File: src/rtl/clk_div_multi.sv
// Multi-channel programmable clock divider with per-channel tick pulses.
// Each channel toggles clk_out every term+1 enabled cycles.
module clk_div_multi #(
    parameter int          NUM_CH       = 4,
    parameter int          CNT_WIDTH    = 32,
    parameter int          CH_SEL_W     = 2,
    parameter int unsigned DEFAULT_TERM = 999999
) (
    input  logic                 basys_clk,
    input  logic                 reset,
    input  logic [NUM_CH-1:0]    enable,
    input  logic                 load,
    input  logic [CH_SEL_W-1:0]  ch_sel,
    input  logic [CNT_WIDTH-1:0] load_term,
    input  logic                 sync_all,
    output logic [NUM_CH-1:0]    clk_out,
    output logic [NUM_CH-1:0]    tick
);

    localparam logic [CNT_WIDTH-1:0] TERM_RST = CNT_WIDTH'(DEFAULT_TERM);

    if (NUM_CH < 1 || NUM_CH > 16 || NUM_CH > (1 << CH_SEL_W)) begin : g_bad
        $error("clk_div_multi: NUM_CH out of range for CH_SEL_W");
    end

    for (genvar c = 0; c < NUM_CH; c++) begin : g_ch
        logic [CNT_WIDTH-1:0] count_q;
        logic [CNT_WIDTH-1:0] count_d;
        logic [CNT_WIDTH-1:0] term_q;
        logic [CNT_WIDTH-1:0] term_d;
        logic                 out_q;
        logic                 out_d;
        logic                 tick_q;
        logic                 tick_d;
        logic                 hit;

        // Out-of-range ch_sel never matches any instantiated channel.
        assign hit = load && (ch_sel == CH_SEL_W'(c));

        always_comb begin
            count_d = count_q;
            term_d  = term_q;
            out_d   = out_q;
            tick_d  = 1'b0;
            if (sync_all) begin
                count_d = '0;
                out_d   = 1'b0;
            end else if (hit) begin
                term_d  = load_term;
                count_d = '0;
                out_d   = 1'b0;
            end else if (!enable[c]) begin
                count_d = count_q;
            end else if (count_q == term_q) begin
                count_d = '0;
                out_d   = ~out_q;
                tick_d  = ~out_q;
            end else begin
                count_d = count_q + 1'b1;
            end
        end

        always_ff @(posedge basys_clk or posedge reset) begin
            if (reset) begin
                count_q <= '0;
                term_q  <= TERM_RST;
                out_q   <= 1'b0;
                tick_q  <= 1'b0;
            end else begin
                count_q <= count_d;
                term_q  <= term_d;
                out_q   <= out_d;
                tick_q  <= tick_d;
            end
        end

        assign clk_out[c] = out_q;
        assign tick[c]    = tick_q;
    end

endmodule
File: config.mk
export PLATFORM = sky130hd
export DESIGN_NAME = clk_div_multi
export DESIGN_NICKNAME = d
export VERILOG_FILES = /design/src/rtl/clk_div_multi.sv
export SDC_FILE = /design/constraint.sdc
export NUM_CORES = 1
export LEC_CHECK = 0
export BUFFER_PORTS_ARGS = -buffer_cell sky130_fd_sc_hd__buf_2
export CORE_ASPECT_RATIO = 1.4
export CORE_UTILIZATION = 64
export CTS_BUF_LIST = sky130_fd_sc_hd__clkbuf_4 sky130_fd_sc_hd__clkbuf_8
export DETAILED_ROUTE_END_ITERATION = 10
export PLACE_DENSITY = 0.86
export SYNTH_ARGS = -nofsm -noshare
export SYNTH_HDL_FRONTEND = slang
export SYNTH_SLANG_ARGS = --single-unit
File: constraint.sdc
create_clock -name basys_clk -period 10.4 [get_ports basys_clk]
set_input_delay 2.08 -clock basys_clk [delete_from_list [all_inputs] [get_ports basys_clk]]
set_output_delay 2.08 -clock basys_clk [all_outputs]
set_load 0.05 [all_outputs]
Yosys cells after proc, flatten, opt, wreduce, memory -nomap -nowiden
Cells that the tools add are included.
{"block": "op_classes", "n_addsub": 4, "n_eq_ne": 7, "mux": 48, "n_bitwise": 5, "n_reduce_logical": 21}
{"op": "$mux 32", "n": 16}
{"op": "$add 32x1->32 const B", "n": 4}
{"op": "$eq 32x32->1", "n": 4}
{"op": "$mux 1", "n": 32}
{"op": "$reduce_bool 3->1", "n": 8}
{"op": "$reduce_and 2->1", "n": 8}
{"op": "$not 1->1", "n": 5}
{"op": "$eq 2x2->1 const B", "n": 2}
{"op": "$logic_and 1x1->1", "n": 4}
{"op": "$eq 2x1->1 const B", "n": 1}
{"op": "$logic_not 2->1", "n": 1}
{"block": "totals", "reg_bits": 264, "input_bits": 42, "output_inout_bits": 8, "wordCells": 101}

Longest topological paths before layout
Gate-level depths: netlist of run 1.
{"block": "logic_depth", "word_depth": 5, "ltp_mapped": 8}

Worst setup path before layout of run 1
Ideal clock, no wire load.
{"block": "synth_path", "kind": "input to register", "startpoint": "input port sync_all", "endpoint": "register g_ch[0].term_q[10]", "setup_time_ps": 125, "arrival_ps": 3455, "required_time_ps": 10275, "path_slack_ps": 6820, "stages": 5, "path_cell_list": "clkbuf_8 > clkbuf_1 > nor4b_2 > buf_2 > mux2_2"}
{"block": "synth_between", "elab_chain_cells": 2}
{"item": "from (decl)", "line_no": "15", "rtl": "input logic sync_all,"}
{"item": "$not 1->1 (no line)"}
{"item": "$reduce_and 2->1 (no line)"}
{"item": "to (signal assigned)", "line_no": "71", "rtl": "term_q <= term_d;"}
{"item": "to (decl)", "line_no": "29", "rtl": "logic [CNT_WIDTH-1:0] term_q;"}
Every way passes these cells.
A chain may end at the register's enable or synchronous reset.

Worst setup path in the final report of run 1
{"block": "layout_path", "startpoint": "input port ch_sel[0]", "endpoint": "register g_ch[2].count_q[25]"}
{"block": "layout_between", "elab_chain_cells": 4, "word_cells_on_any_way": 5, "cone_classes": "1 x eq/ne; 2 x mux; 2 x reduce/logical"}
{"item": "from (decl)", "line_no": "13", "rtl": "input logic [CH_SEL_W-1:0] ch_sel,"}
{"item": "$eq 2x2->1 (*)", "line_no": "38", "rtl": "assign hit = load && (ch_sel == CH_SEL_W'(c));"}
{"item": "$logic_and 1x1->1 (*)", "line_no": "38"}
{"item": "$mux 32", "line_no": "48", "rtl": "end else if (hit) begin"}
{"item": "$mux 32", "line_no": "45", "rtl": "if (sync_all) begin"}
{"item": "to (signal assigned)", "line_no": "70", "rtl": "count_q <= count_d;"}
{"item": "to (decl)", "line_no": "27", "rtl": "logic [CNT_WIDTH-1:0] count_q;"}
Mark *: on every way between the ends. The rest lies on a longest branch, timed or not.

==> impl_metrics.toml, run 1 <==
[timing]
hold_viol_final = 0
clock.fmax_mhz = 278
tightest_slew_ns = 1.22
hold_slack_ns = 0.529
fin_setup_tns_ns = 0
setup_viol = 0
finalClockSkew_ns = 0.0117
finalCriticalPeriod_ns = 3.59
finalCritPeriodShare = 0.345
rsz0062_at_grt = "no"
slew_viol_final = 0
max_slew_margin = 0.176

[cells_and_area]
drive_gt1_frac = 0.268
multi_input_area_um2 = 6240
nets = 1258
nFillCells = 1311
seq_area_um2 = 6670
area_delta_synth_final_pct = 9.36
finalNonFillerCells = 1499

[clock_tree]
clk_path_buf_depth = 3
root_buffer = "clkbuf_8"
cts_buffers = 40
clk-insertion-delay-late_ns = 0.55
cts_setup_buffers = 0
cts_hold_buf = 0
ctsResizeCount = 0
cts.sinks = 264
cts_tree = "built"
h-tree-depth = 2
clkTransAtPathRegs_ns = 0.06

[power_and_ir_drop]
worst_ir_drop_vdd_mv = 0.128
power_mw = 2.51
power.density_nw_per_um2 = 173
leakagePower_nw = 6.07

[critical_path]
critPathLaunchType = "input port"
r2r_end = "g_ch[3].count_q[29]$_DFFE_PP0P_"
reg2reg_slack_ns = 7.46
reg2reg_depth = 5
worstPathArrival_ns = 3.98
crit_end = "g_ch[2].count_q[25]$_DFFE_PP0P_"
crit_start = "ch_sel[0]"
worstSetupPathType = "input port to register"
required_ns = 10.79
crit_fanout = 15
worst_setup_path_end_kind = "register"
r2r_start = "g_ch[3].count_q[13]$_DFFE_PP0P_"

[placement]
portBuffers = 49
gp_congestion = 0.834
detailed_place_hpwl_mm = 22.1
dpl.cell_count = 1422

[logic_synthesis]
syn-cell-area_um2 = 13200
syn_inst = 1171
synth_edf_count = 0
yosys_warnings = 0
synth_fp_nets = 1217
async_flop_share = 1.00
synth_seq_cells = 264
ys_seq_area_frac = 0.503
yosysUniqueCellTypes = 63
synth_ff_type = "dfrtp_1"
avgSynthCellArea_um2 = 11.3

[detailed_routing]
detail_route.first_pass.iterations = 5
drc = 0
drt_iter0_markers = 863
wl_per_cell_um = 21.4
vias = 9325
wirelength_mm = 32.1
drtAntennaViolNets = 0
avgViaCountPerCell = 6.22

[global_routing]
grt_pass1_vias = 9427
grt-ovfl-total = 0
grt_max_degree = 139
grt_pass1_wl_mm = 51.1
antenna_found_initial = 4
grt_usage = 0.320

[min_path]
hold_path_class = "register to register"
hold_path_depth = 1

[die]
io_pins = 50
die_area_um2 = 21300
die_w_um = 124
initial_utilization = 0.660
fp-row-count = 61
fp.coreArea_um2 = 20100
die_h_um = 172

[outcome]
status = "complete, no violations"

[flow_run]
max_cap_viol_count = 0
[per-stage QoR]
stage / util / cell area (µm²) / setup WS (ns)
6_report: 0.722 / 14500 / 6.81
5_1_grt: 0.722 / 14500 / 6.65
4_1_cts: 0.721 / 14500 / 6.83
3_5_place_dp: 0.677 / 13600 / 6.24
3_3_place_gp: 0.677 / 13600 / 6.32
2_1_floorplan: - / 13200 / 1.13
[cells in the mapped netlist, types with 2 or more instances]
library cell  count  area, µm²
dfstp_2          48       1260
nor3_1           14       70.1
and4_1           17        149
mux2_2          129       1450
clkbuf_1         12       45.0
nor2b_1           5       31.3
o21ai_0           7       35.0
inv_1            13       48.8
o211ai_1          2       15.0
nand2b_1          3       18.8
buf_4            13       97.6
and2_1            5       31.3
nor3b_1           3       22.5
o311ai_0          2       17.5
buf_2            31        155
a21oi_2           2       17.5
o31ai_2           3       37.5
nor2_1          135        507
ha_1              4       50.1
dfrtp_1         216       5410
nand3_1          47        235
a21oi_1          12       60.1
or3_1             7       43.8
and3_1           12       75.1
nand4_1          67        419
mux2i_1           2       20.0
o311ai_2          2       32.5
xor2_1          128       1120
xnor2_1         115       1010
nor4bb_1          2       20.0
nand2_1          43        161
nor4_1           38        238
buf_6             2       22.5
[worst max-delay path, stage by stage]
cell	delay (ns)
buf_2	0.23
and3b_1	0.32
o311ai_2	0.89
nor4_1	0.21
xnor2_1	0.20
nor2_1	0.05
[registers in the layout (all words and copies together) (netlist names)]
signal and count:
g_ch.count_q 128, g_ch.tick_q 4, g_ch.term_q 128, g_ch.out_q 4
[area by class of cell]
class                   count  area share
repair buffers             59      0.0221
clock inverters             6     0.00233
diodes                      3    0.000518
multi-input cells         834       0.431
flip-flops and latches    264       0.460
inverters                  13     0.00389
well taps                 252      0.0218
clock buffers              68      0.0585
[routing by layer]
layer  wire (µm)  global-route usage
met1       12600               0.398
met3        1830              0.0630
met2       15400               0.502
met5          31                   0
met4        2240               0.217
[cell usage in the layout, fill, tap and decap left out, drive strengths merged, types with 5 or more instances in the layout]
cell	count
and2	5
inv	14
nor2b	5
clkbuf	68
nor2	135
a21oi	14
nand4	68
clkinv	5
and4	19
nand3	48
and3	13
nand2	43
mux2	129
o21ai	7
nor4	39
xnor2	115
buf	59
dfrtp	216
or3	8
nor3	14
dfstp	48
xor2	128
[worst min path at each step]
| stage | start | to | slack [ns] |
|---|---|---|---|
| 2_1_floorplan | g_ch[3].term_q[10]$_DFFE_PP0P_ | g_ch[3].term_q[10]$_DFFE_PP0P_ | 0.50 |
| 3_3_place_gp | g_ch[3].term_q[28]$_DFFE_PP0P_ | g_ch[3].term_q[28]$_DFFE_PP0P_ | 0.51 |
| 3_5_place_dp | g_ch[1].term_q[10]$_DFFE_PP0P_ | g_ch[1].term_q[10]$_DFFE_PP0P_ | 0.52 |
| 4_1_cts | g_ch[0].term_q[12]$_DFFE_PP0P_ | g_ch[0].term_q[12]$_DFFE_PP0P_ | 0.53 |
| 5_1_grt | g_ch[0].term_q[24]$_DFFE_PP0P_ | g_ch[0].term_q[24]$_DFFE_PP0P_ | 0.55 |
| 6_report | g_ch[1].term_q[10]$_DFFE_PP0P_ | g_ch[1].term_q[10]$_DFFE_PP0P_ | 0.53 |
[power by group]
| part | total [mW] | switching (mW) | internal (mW) |
|---|---|---|---|
| Combinational | 0.313 | 0.152 | 0.162 |
| Clock | 0.928 | 0.413 | 0.515 |
| Sequential | 1.27 | 0.0958 | 1.17 |
| Total | 2.51 | 0.660 | 1.85 |
[cell families (layout without fill, tap and decap cells)]
logic type                 after synthesis  in the layout  share of synthesized area
and+or+nand+nor                        412            412                      0.165
buffers and inverters                   73            146                     0.0293
DFF                                    264            264                      0.503
muxes                                  131            131                      0.111
xor gates and xnor gates               243            243                      0.161
other                                    0              3                          0
adders and majority gates                4              4                    0.00378
AOI/OAI and AO/OA                       44             44                     0.0268
No activity file was read; power rests on OpenSTA's default activity.
==> run 2: changes to the inputs <==
Clock period 10.4 ns to 3.5 ns, I/O delays scaled along.
==> impl_metrics.toml, run 2 (synthesis gave the netlist of run 1 again) <==
[placement]
portBuffers = 49
gp_congestion = 0.867
placed_area_um2 = 13700
detailed_place_hpwl_mm = 22.1
dpl.cell_count = 1431

[flow_run]
max_cap_viol_count = 0

[timing]
slew_viol_final = 0
clock.fmax_mhz = 411
setup_viol = 0
rsz0062_at_grt = "no"
hold_viol_final = 0
finalCriticalPeriod_ns = 2.43
tightest_slew_ns = 0.758
max_slew_margin = 0.491
finalClockSkew_ns = 0.0135
finalCritPeriodShare = 0.696

[critical_path]
worst-path-buf-inv = 1
critPathLaunchType = "register"
cpLargestDelayFamily = "simple AND/OR/NAND/NOR gates"
critPathMaxStageDelay_ns = 0.52
worstSetupPathType = "register to register"
worst_setup_path_end_kind = "register"
worstPathArrival_ns = 2.85
required_ns = 3.91
crit_fanout = 23
cpMaxStageDelayCell = "o31ai_4"
worstPathCellList = "xor2_1 > nor4_1 > nand4_1 > o31ai_4 > buf_4 > nor2_1"

[clock_tree]
clk-insertion-delay-late_ns = 0.54
ctsResizeCount = 0
cts_tree = "built"
clkTransAtPathRegs_ns = 0.07
clk_path_buf_depth = 3
cts_setup_buffers = 0
cts_buffers = 40
cts.sinks = 264
h-tree-depth = 2
root_buffer = "clkbuf_8"
cts_hold_buf = 0

[die]
io_pins = 50
initial_utilization = 0.660
die_w_um = 124
die_h_um = 172
die_area_um2 = 21300
fp.coreArea_um2 = 20100
fp-row-count = 61

[power_and_ir_drop]
power.density_nw_per_um2 = 528
worst_ir_drop_vdd_mv = 0.413
power_mw = 7.74
p_clk_frac = 0.391
switching_power_mw = 1.98
combPwrFrac = 0.123
p_int_mw = 5.75
leakagePower_nw = 6.16
sw_frac_of_total = 0.256
seq_power_share = 0.486

[global_routing]
grt_pass1_vias = 9497
grt_pass1_wl_mm = 51.9
antenna_found_initial = 0
grt_usage = 0.326
grt_busiest_layer = "met2"
grt_use_met3 = 0.0590
gr-usage-met2 = 0.519
grt-ovfl-total = 0
met1_usage = 0.410
grt_max_degree = 81

[cells_and_area]
final_area_um2 = 14700
finalNonFillerCells = 1503
nets = 1267
final_cell_mix = "dfrtp_1 (216), nor2_1 (135), mux2_2 (129)"
area_delta_synth_final_pct = 10.7
drive_gt1_frac = 0.273
final_common_cell = "dfrtp_1"
reg.largest.list = "g_ch.count_q: 128 flops, g_ch.term_q: 128 flops"
multi_input_area_um2 = 6240
seq_area_um2 = 6670
nFillCells = 1304
diodes = 0
fin_util = 0.730

[outcome]
status = "complete, no violations"

[detailed_routing]
avgViaCountPerCell = 6.22
drtAntennaViolNets = 0
wl_per_cell_um = 21.7
vias = 9351
wirelength_mm = 32.5
drt_iter0_markers = 720
drc = 0
detail_route.first_pass.iterations = 5

[min_path]
hold_path_class = "input port to async pin"
[run 2: cell count changes in the layout (fill, tap and decap cells not counted)]
| cell | previous run | this run |
|---|---|---|
| inv_8 | 1 | 0 |
| diode_2 | 3 | 0 |
| clkinv_2 | 5 | 9 |
| bufinv_16 | 0 | 5 |
| clkbuf_8 | 54 | 53 |
| clkinvlp_4 | 0 | 1 |
| buf_4 | 10 | 16 |
| clkbuf_4 | 14 | 5 |
| inv_6 | 1 | 0 |
| buf_12 | 0 | 3 |
[run 2: per-stage QoR]
step                      setup TNS (ns)  setup WS (ns)  hold WS (ns)
after floorplan                  -139.18         -0.644         0.500
after detailed placement               0           1.04         0.515
after global routing                   0          0.934         0.224
after global placement                 0           1.10         0.510
after CTS                              0           1.10         0.201
final                                  0           1.07         0.211
[run 2: power groups by stage]
stage	clock [mW]	sequential, mW	combinational, mW
2_1_floorplan	0	3.71	0.699
3_3_place_gp	0	3.77	0.890
3_5_place_dp	0	3.80	0.930
4_1_cts	3.07	3.76	0.949
5_1_grt	3.20	3.79	1.02
6_report	3.03	3.76	0.950
[run 2: layer usage]
metal,share of wire,up-vias
li1,-,4178
met1,0.39,4691
met2,0.48,378
met3,0.066,104
met4,0.066,0
met5,0,-
[run 2: layout make-up]
cell class,instances,share of cell area
Sequential cell,264,0.455
Inverter,13,0.00358
Clock buffer,58,0.0523
Timing Repair Buffer,68,0.0290
Tap cell,252,0.0215
Clock inverter,14,0.0133
Multi-Input combinational cell,834,0.426
[run 2: path summary, 6_finish.rpt]
kind                                                      from                              end  cells past startpoint  slack, ns
worst min-delay path                                     reset        g_ch[3].out_q$_DFFE_PP0P_                      2       0.21
worst min register to register  g_ch[0].term_q[11]$_DFFE_PP0P_   g_ch[0].term_q[11]$_DFFE_PP0P_                      1       0.53
min in group basys_clk                               enable[3]   g_ch[3].count_q[1]$_DFFE_PP0P_                      3       0.49
worst max register to register  g_ch[0].count_q[9]$_DFFE_PP0P_  g_ch[0].count_q[15]$_DFFE_PP0P_                      6       1.07
max in group asynchronous                                reset    g_ch[2].term_q[2]$_DFFE_PP1P_                      3       2.44
worst max-delay path            g_ch[0].count_q[9]$_DFFE_PP0P_  g_ch[0].count_q[15]$_DFFE_PP0P_                      6       1.07
==> run 3: changes to the inputs <==
Clock period 3.5 ns to 2.3 ns, I/O delays scaled along.
==> impl_metrics.toml, run 3 (synthesis gave the netlist of run 1 again) <==
[critical_path]
worstPathCellList = "xor2_1 > nor4_1 > nand4_1 > buf_4 > nor3_1 > mux2_2"
worstSetupPathType = "register to register"
reg2reg_depth = 6
required_ns = 2.73
crit_fanout = 6
worst_setup_path_end_kind = "register"
critPathMaxStageDelay_ns = 0.49
r2r_end = "g_ch[3].out_q$_DFFE_PP0P_"
critPathLaunchType = "register"
crit_start = "g_ch[3].count_q[13]$_DFFE_PP0P_"
reg2reg_slack_ns = 0.08
cpMaxStageDelayCell = "nor4_1"
worstPathArrival_ns = 2.65
r2r_start = "g_ch[3].count_q[13]$_DFFE_PP0P_"

[timing]
finalCritPeriodShare = 0.965
max_slew_margin = 0.290
setup_ws_ns = 0.0804
clock.fmax_mhz = 451
finalCriticalPeriod_ns = 2.22
fin_setup_tns_ns = 0
finalClockSkew_ns = 0.0236
tightest_slew_ns = 1.05
slew_viol_final = 0
hold_viol_final = 0
rsz0062_at_grt = "no"
setup_viol = 0

[cells_and_area]
final_cell_mix = "dfrtp_1 (216), nor2_1 (135), mux2_2 (129)"
nets = 1288
fin_util = 0.744
nFillCells = 1239
area_delta_synth_final_pct = 12.8
drive_gt1_frac = 0.285
final_common_cell = "dfrtp_1"
reg.largest.list = "g_ch.count_q: 128 flops, g_ch.term_q: 128 flops"
finalNonFillerCells = 1525

[placement]
portBuffers = 49
gp_congestion = 0.894
dpl.cell_count = 1451
preCtsSetupSlack_ns = 0.101
detailed_place_hpwl_mm = 22.8

[power_and_ir_drop]
leakagePower_nw = 6.29
worst_ir_drop_vdd_mv = 0.516
power.density_nw_per_um2 = 785
power_mw = 11.7

[clock_tree]
cts.sinks = 264
clk_path_buf_depth = 3
cts_buffers = 40
h-tree-depth = 2
clk-insertion-delay-late_ns = 0.55
cts_tree = "built"
cts_setup_buffers = 0
root_buffer = "clkbuf_8"
clkTransAtPathRegs_ns = 0.07

[min_path]
hold_start = "load_term[16]"
hold_path_class = "input port to register"
hold_path_depth = 2
hold_path_end = "g_ch[2].term_q[16]$_DFFE_PP1P_"

[global_routing]
grt_pass1_wl_mm = 53.5
antenna_found_initial = 0
grt_pass1_vias = 9582
grt_usage = 0.339
grt_max_degree = 51
grt-ovfl-total = 0

[die]
die_w_um = 124
die_h_um = 172
initial_utilization = 0.660
fp-row-count = 61
io_pins = 50
die_area_um2 = 21300
fp.coreArea_um2 = 20100

[flow_run]
max_cap_viol_count = 0

[detailed_routing]
drc = 0
wl_per_cell_um = 22.4
wirelength_mm = 34.2
drtAntennaViolNets = 0
vias = 9569
avgViaCountPerCell = 6.27
drt_iter0_markers = 852
detail_route.first_pass.iterations = 6

[outcome]
status = "complete, no violations"
==> run 3: cell types whose count changed in the layout (fill, tap and decap cells not counted), sizes merged <==
cell,before,now
bufinv,5,4
clkbuf,58,56
clkinvlp,1,2
dlygate4sd3,0,1
buf,68,88
diode,0,1
clkinv,9,11
==> run 3: area by class of cell <==
type,count,area [µm²],share of cell area
clock buffers,56,739,0.0495
well taps,252,315,0.0211
diodes,1,2.50,0.000167
flip-flops and latches,264,6670,0.446
multi-input cells,834,6250,0.418
inverters,13,52.6,0.00352
repair buffers,89,736,0.0492
clock inverters,16,183,0.0122
==> run 3: how the worst max path moves through the flow <==
stage | end | slack [ns] | cells past startpoint
after floorplan | g_ch[0].count_q[0]$_DFFE_PP0P_ | -1.60 | 1
after global placement | g_ch[0].count_q[15]$_DFFE_PP0P_ | 0.14 | 6
after detailed placement | g_ch[0].count_q[15]$_DFFE_PP0P_ | 0.10 | 6
after CTS | g_ch[0].count_q[30]$_DFFE_PP0P_ | 0.10 | 5
after global routing | g_ch[0].count_q[14]$_DFFE_PP0P_ | 0.004 | 6
final | g_ch[3].out_q$_DFFE_PP0P_ | 0.08 | 6
==> run 3: where the power goes <==
group	switching, mW	internal (mW)	total, mW
clock	1.91	2.54	4.45
sequential	0.447	5.30	5.74
combinational	0.748	0.787	1.54
==> run 3: metrics by stage <==
stage | hold WS (ns) | cell area, µm²
after global placement | 0.509 | 14000
after floorplan | 0.500 | 13300
after global routing | 0.245 | 14900
after CTS | 0.238 | 14900
after detailed placement | 0.516 | 14000
final | 0.252 | 14900
==> run 3: worst max-delay path: cells and delay by family, from the launching register on <==
family | cells | cell delay [ns]
buffers and inverters | 1 | 0.20
flip-flops | 1 | 0.46
AND/OR/NAND/NOR | 3 | 0.84
XOR/XNOR | 1 | 0.23
multiplexers | 1 | 0.37
==> run 3: what timing repair did <==
| action | CTS | global route |
|---|---|---|
| hold buffers | 1 | 0 |
| endpoints found under the hold margin | 2 | 0 |
| setup endpoints to repair | 0 | 3 |
| resized for setup | 0 | 2 |
==> run 3: per-layer routing <==
layer / global-route usage / wire (µm)
met2: 0.538 / 16500
met1: 0.422 / 13100
met3: 0.0557 / 2040
met5: 0 / 0
met4: 0.235 / 2540
